### src/rtl/delay_pkg.sv
// Shared definitions for the delay measurement checker.
//  - FSM state encoding
//  - one-hot result classes, bit order {pass, early, late, timeout}
//  - DELAY_PARAM_CHECK: elaboration-time sanity check of the window parameters
`define DELAY_PARAM_CHECK(MN, MX, TO, W) \
  if (!(((MN) <= (MX)) && ((MX) < (TO)) && ((TO) < (2 ** (W))))) begin : g_param_check \
    $error("delay_measure: parameters need MIN_DLY <= MAX_DLY < TIMEOUT < 2**CNT_W"); \
  end

package delay_pkg;

  typedef enum logic [1:0] {
    S_IDLE   = 2'd0,
    S_COUNT  = 2'd1,
    S_REPORT = 2'd2
  } state_t;

  localparam logic [3:0] RES_NONE    = 4'b0000;
  localparam logic [3:0] RES_PASS    = 4'b1000;
  localparam logic [3:0] RES_EARLY   = 4'b0100;
  localparam logic [3:0] RES_LATE    = 4'b0010;
  localparam logic [3:0] RES_TIMEOUT = 4'b0001;

endpackage

### src/rtl/delay_measure_sat_counter.sv
// sat_counter: saturating up-counter.
//  clk  in  1  clock, rising edge
//  rst  in  1  asynchronous active-high reset, clears q
//  inc  in  1  increment request, ignored once q is all ones
//  q    out W  count value
module sat_counter #(
  parameter int W = 4
) (
  input  logic         clk,
  input  logic         rst,
  input  logic         inc,
  output logic [W-1:0] q
);

  always_ff @(posedge clk or posedge rst) begin
    if (rst) begin
      q <= '0;
    end else if (inc && (q != {W{1'b1}})) begin
      q <= q + 1'b1;
    end
  end

endmodule

### src/rtl/delay_measure.sv
// delay_measure: receive-side checker for delayed-enable generators.
// A start event launches a cycle count that ends when sig_in is sampled high;
// the delay is then classified against the [MIN_DLY, MAX_DLY] window.
//  clk       in   1      clock, rising edge
//  rst       in   1      asynchronous active-high reset
//  start     in   1      begin measurement, sampled only in IDLE
//  sig_in    in   1      monitored level, synchronous to clk
//  busy      out  1      high while counting
//  done      out  1      one-cycle result-valid pulse
//  measured  out  CNT_W  delay of the last measurement in cycles
//  pass      out  1      MIN_DLY <= measured <= MAX_DLY
//  early     out  1      measured < MIN_DLY
//  late      out  1      MAX_DLY < measured < TIMEOUT
//  timeout   out  1      sig_in never rose within TIMEOUT cycles
//  err_cnt   out  ERR_W  saturating count of non-pass results
module delay_measure
  import delay_pkg::*;
#(
  parameter int CNT_W   = 8,
  parameter int MIN_DLY = 8,
  parameter int MAX_DLY = 12,
  parameter int TIMEOUT = 255,
  parameter int ERR_W   = 4
) (
  input  logic             clk,
  input  logic             rst,
  input  logic             start,
  input  logic             sig_in,
  output logic             busy,
  output logic             done,
  output logic [CNT_W-1:0] measured,
  output logic             pass,
  output logic             early,
  output logic             late,
  output logic             timeout,
  output logic [ERR_W-1:0] err_cnt
);

  `DELAY_PARAM_CHECK(MIN_DLY, MAX_DLY, TIMEOUT, CNT_W)

  localparam logic [CNT_W-1:0] MIN_C = CNT_W'(MIN_DLY);
  localparam logic [CNT_W-1:0] MAX_C = CNT_W'(MAX_DLY);
  localparam logic [CNT_W-1:0] TO_C  = CNT_W'(TIMEOUT);

  state_t           state;
  state_t           state_nx;
  logic [CNT_W-1:0] cnt;
  logic [3:0]       res;
  logic             err_inc;

  // A rise sampled exactly on the TIMEOUT cycle is outside the late window,
  // so it is reported as a timeout to keep the flags one-hot.
  function automatic logic [3:0] classify(input logic [CNT_W-1:0] m);
    if (m < MIN_C)      return RES_EARLY;
    else if (m <= MAX_C) return RES_PASS;
    else if (m < TO_C)   return RES_LATE;
    else                 return RES_TIMEOUT;
  endfunction

  always_comb begin
    state_nx = state;
    case (state)
      S_IDLE:   if (start) state_nx = sig_in ? S_REPORT : S_COUNT;
      S_COUNT:  if (sig_in || (cnt == TO_C)) state_nx = S_REPORT;
      S_REPORT: state_nx = S_IDLE;
      default:  state_nx = S_IDLE;
    endcase
  end

  // cnt starts at 1 on the start edge, so its value on the edge that samples
  // sig_in high equals the number of edges since start.
  always_ff @(posedge clk or posedge rst) begin
    if (rst) begin
      state    <= S_IDLE;
      cnt      <= '0;
      busy     <= 1'b0;
      done     <= 1'b0;
      measured <= '0;
      res      <= RES_NONE;
    end else begin
      state <= state_nx;
      busy  <= (state_nx == S_COUNT);
      done  <= (state_nx == S_REPORT);
      case (state)
        S_IDLE: begin
          if (start) begin
            if (sig_in) begin
              measured <= '0;
              res      <= RES_EARLY;
            end else begin
              cnt <= CNT_W'(1);
              res <= RES_NONE;
            end
          end
        end
        S_COUNT: begin
          if (sig_in) begin
            measured <= cnt;
            res      <= classify(cnt);
          end else if (cnt == TO_C) begin
            measured <= TO_C;
            res      <= RES_TIMEOUT;
          end else begin
            cnt <= cnt + 1'b1;
          end
        end
        default: ;
      endcase
    end
  end

  assign {pass, early, late, timeout} = res;

  assign err_inc = (state == S_REPORT) && (res != RES_PASS);

  sat_counter #(.W(ERR_W)) u_err_cnt (
    .clk (clk),
    .rst (rst),
    .inc (err_inc),
    .q   (err_cnt)
  );

endmodule
### config.mk
export PLATFORM = sky130hd
export DESIGN_NAME = delay_measure
export DESIGN_NICKNAME = d
export VERILOG_FILES = /design/src/rtl/delay_pkg.sv /design/src/rtl/delay_measure_sat_counter.sv /design/src/rtl/delay_measure.sv
export SDC_FILE = /design/constraint.sdc
export NUM_CORES = 1
export LEC_CHECK = 0
export ABC_CLOCK_PERIOD_IN_PS = 4800
export CAP_MARGIN = 30
export CORE_UTILIZATION = 40
export DETAILED_ROUTE_END_ITERATION = 8
export RECOVER_POWER = 25
export SYNTH_ARGS = -nofsm -noshare
export SYNTH_HDL_FRONTEND = slang
export SYNTH_HIERARCHICAL = 1
export SYNTH_SLANG_ARGS = --single-unit
### constraint.sdc
create_clock -name clk -period 4.8 [get_ports clk]
set_input_delay 0.96 -clock clk [delete_from_list [all_inputs] [get_ports clk]]
set_output_delay 0.96 -clock clk [all_outputs]
set_load 0.02 [all_outputs]
==> results.rst <==
.. list-table::
   :header-rows: 1

   * - Metric
     - Value
   * - I/O Buffers
     - 21
   * - Status
     - finished clean
   * - Final RePlAce weighted congestion
     - 0.781
   * - Mux share of post-synthesis cell area
     - 6.67%
   * - Detailed Place HPWL
     - 2090 um
   * - Number of clock sinks
     - 28
   * - Number of antenna violations at the first check in global routing
     - 0
   * - Vias/cell
     - 5.47
   * - Count of nets left with antenna violations after detail routing
     - 0
   * - R2r worst-path depth
     - 5
   * - Commonest cells after routing, fill and taps aside
     - 28 x sky130_fd_sc_hd__dfrtp_1, 20 x sky130_fd_sc_hd__clkdlybuf4s50_1, 15 x sky130_fd_sc_hd__o21ai_0
   * - TritonCTS clock tree
     - yes
   * - Worst r2r src
     - cnt[0]
   * - Area enclosed by the die boundary
     - 3860 um2
   * - VDD IR-drop max
     - 0.120 mV
   * - Per-cell routed wire length
     - 14.2 um
   * - Met3 routed wirelength
     - 99 um
   * - Total Wirelength
     - 2890 um
   * - Share of synthesized area occupied by flip-flops and latches
     - 48.5%
   * - Vias after detailed routing
     - 1,115
   * - Number of hold-slack violations in the final timing report
     - 0
   * - Number of synthesis warnings
     - 6
   * - Synthesized flop and latch total
     - 28
   * - RSZ-0062 raised after global routing
     - false
   * - Simple-gate portion of the synthesized area
     - 14.8%
   * - Library cell used as clock root buffer
     - sky130_fd_sc_hd__clkbuf_4
   * - Total routing usage reported by global routing
     - 17.1%
   * - Synthesized area divided by synthesized cell count
     - 10.5 um2
   * - Topmost layer with routed signal wires
     - met4
   * - Number of placement rows
     - 21
   * - Die boundary height
     - 62.1 um
   * - Maximum level of the CTS H-tree
     - 1
   * - Count of cells resized by post-cts repair
     - 0
   * - Synth Instances
     - 138
   * - Post-synth cell types
     - 37
   * - Start point of the worst min-delay path
     - measured[1]
   * - Cell area after synthesis
     - 1450 um2
   * - Total Power Consumption
     - 593 uW
   * - CP Data Arrival Time
     - 2.66 ns
   * - Count of endpoints failing setup in the final report
     - 0
   * - CP Capture Type
     - flop
   * - Class of the worst hold path
     - reg -> reg
   * - Relative slew slack
     - 15.4%
   * - List of cells traversed by the critical path
     - clkdlybuf4s50_1, o21ai_0, a21oi_4, mux2_2
   * - Number of I/O pins
     - 22
   * - Hold Path Stages
     - 1
   * - Post-placement setup slack
     - 2.02 ns
   * - M1 WL
     - 1390 um
   * - Count of maximum capacitance violations
     - 0
   * - Worst Max-Slew Pin Slew
     - 1.27 ns
   * - Layout cell share with drive strength beyond 1
     - 10.8%
   * - Net count of the finished layout
     - 167
   * - Sink of the worst hold path
     - measured[1]
   * - Diodes inserted
     - 0
   * - Worst path top cell family by delay
     - buffers and inverters
   * - Total buffers and inverters traversed by the critical path
     - 1
   * - Register-to-register path setup slack
     - 2.74 ns
   * - Final period demand of the worst path
     - 2.44 ns
   * - Detailed Routing Iterations Pass 1
     - 4
   * - Maximum fanout along the worst path
     - 9
   * - Worst Path Class, Setup
     - in -> reg
   * - Number of global-route vias before repair
     - 1,109
   * - Final core utilization
     - 50.2%
   * - Clock-pin slew on the worst setup and hold paths
     - 0.14 ns
   * - Reg-to-Reg End
     - measured[3]
   * - Post-synthesis adder-cell area fraction
     - 2.60%
   * - Overflow left after global routing
     - 0
   * - Synthesized netlist net count
     - 145
   * - Global-route wire length before repair
     - 5290 um
   * - PwrDens
     - 349 nW/um2
   * - CP required
     - 5.02 ns
   * - Xor and xnor fraction of the mapped netlist area
     - 0%
   * - Final worst clock skew
     - 0.00164 ns
   * - Violation count after the first detailed-routing iteration
     - 50
   * - Part of the cycle the worst path needs
     - 50.8%
   * - Setup TNS after final layout
     - 0 ns
   * - Drc violations
     - 0
   * - Setup crit start kind
     - input pin
   * - Master of the slowest instance on the critical path
     - sky130_fd_sc_hd__clkdlybuf4s50_1
   * - Layout overhead on the synthesized area
     - 17.7%
   * - Number of buffers inserted by hold repair at cts
     - 0
   * - Number of buffers created by CTS
     - 3
   * - WL met2
     - 1380 um
   * - Number of max-slew violations in the final report
     - 0
   * - Pin count of the biggest net entering global routing
     - 25
   * - Leak Pwr
     - 0.720 nW
   * - Insertion delay to the later sink of the worst-skew pair
     - 0.32 ns
   * - Die X
     - 62.1 um
   * - Deepest clock path buffer count
     - 2
   * - Complex-gate fraction of the synthesized area
     - 20.9%
   * - Main combinational cell family by area after synthesis
     - compound AO/OA/AOI/OAI gates
   * - Starting density of the core
     - 42.6%
   * - Biggest cell delay along the critical path
     - 0.67 ns
   * - Maximum operating frequency
     - 0.410 GHz
   * - Area of the core region
     - 3390 um2
   * - Most common library cell in the layout ignoring fill and taps
     - sky130_fd_sc_hd__dfrtp_1
   * - Number of setup buffers added after CTS
     - 0
   * - Min setup slack post-route
     - 2.36 ns
## power by group
part           switching (mW)  total, mW  leakage, nW  internal, mW
combinational          0.0958      0.186        0.334        0.0904
clock                  0.0656     0.0950       0.0138        0.0294
sequential             0.0427      0.312        0.372         0.269
total                   0.204      0.593        0.720         0.389
## per-stage QoR
stage / instance area, um2 / std cells / hold slack, ns
final: 1700 / 204 / 0.529
after global routing: 1700 / 204 / 0.560
after CTS: 1700 / 203 / 0.536
after detailed placement: 1680 / 200 / 0.498
after global placement: 1680 / 200 / 0.494
after floorplan: 1450 / 138 / 0.490
## cells by family after synthesis
family,Yosys count
adders and majority gates,3
buffers and inverters,19
and+or+nand+nor,36
AOI/OAI and AO/OA,43
DFF,28
muxes,9
## area by class of cell
type | count | area, um2
repair buffers | 22 | 214
inverters | 14 | 57.6
well taps | 46 | 57.6
clock buffers | 3 | 22.5
fillers | 325 | 1690
flip-flops and latches | 28 | 701
multi-input cells | 91 | 649
## state kept, by name, summed over array words and instances (netlist names)
register     cells
done             1
busy             1
state            2
res              4
measured         8
cnt              8
u_err_cnt/q      4
## worst max path at each step
stage / end / start / depth (start not counted)
6_report: measured[3] / sig_in / 4
5_1_grt: cnt[7] / rst / 3
4_1_cts: err_cnt[2] / u_err_cnt/q[2] / 1
3_5_place_dp: measured[2] / sig_in / 4
3_3_place_gp: measured[2] / sig_in / 4
2_1_floorplan: cnt[7] / sig_in / 5
## synthesized netlist by cell type
cell / count / area share [%]
sky130_fd_sc_hd__a21oi_1: 7 / 2.4
sky130_fd_sc_hd__and4_4: 1 / 0.78
sky130_fd_sc_hd__nand2_1: 6 / 1.6
sky130_fd_sc_hd__inv_1: 13 / 3.4
sky130_fd_sc_hd__nand3_1: 5 / 1.7
sky130_fd_sc_hd__a41oi_1: 1 / 0.61
sky130_fd_sc_hd__o2bb2ai_1: 2 / 1.2
sky130_fd_sc_hd__a31o_2: 3 / 1.8
sky130_fd_sc_hd__o21bai_1: 1 / 0.52
sky130_fd_sc_hd__nor2_1: 5 / 1.3
sky130_fd_sc_hd__and2_1: 1 / 0.43
sky130_fd_sc_hd__nor4b_1: 1 / 0.61
sky130_fd_sc_hd__nor4_1: 1 / 0.43
sky130_fd_sc_hd__or3b_4: 1 / 0.78
sky130_fd_sc_hd__a311o_4: 1 / 1.4
sky130_fd_sc_hd__nor3_1: 1 / 0.35
sky130_fd_sc_hd__buf_6: 1 / 0.78
sky130_fd_sc_hd__mux2i_1: 4 / 2.8
sky130_fd_sc_hd__clkbuf_1: 1 / 0.26
sky130_fd_sc_hd__o31ai_1: 3 / 1.6
sky130_fd_sc_hd__nand3_4: 1 / 1.2
sky130_fd_sc_hd__nor2b_1: 3 / 1.3
sky130_fd_sc_hd__o21ai_0: 15 / 5.2
sky130_fd_sc_hd__a21o_2: 1 / 0.61
sky130_fd_sc_hd__o211ai_1: 2 / 1.0
sky130_fd_sc_hd__a31oi_1: 3 / 1.3
sky130_fd_sc_hd__a21oi_4: 1 / 1.1
sky130_fd_sc_hd__mux2_1: 1 / 0.78
sky130_fd_sc_hd__nand2b_1: 5 / 2.2
sky130_fd_sc_hd__mux2_2: 4 / 3.1
sky130_fd_sc_hd__dfrtp_1: 28 / 48
sky130_fd_sc_hd__ha_1: 3 / 2.6
sky130_fd_sc_hd__nand4_1: 3 / 1.3
sky130_fd_sc_hd__clkinv_4: 1 / 0.61
sky130_fd_sc_hd__buf_4: 3 / 1.6
sky130_fd_sc_hd__a32o_1: 3 / 2.1
sky130_fd_sc_hd__and3_1: 2 / 0.87
## routing by layer
metal	up-vias	GRT usage (%)
met5	-	0
met4	0	6.10
met3	4	1.84
met2	38	28.0
met1	532	23.6
li1	541	-
(Power assumes the default switching activity.)
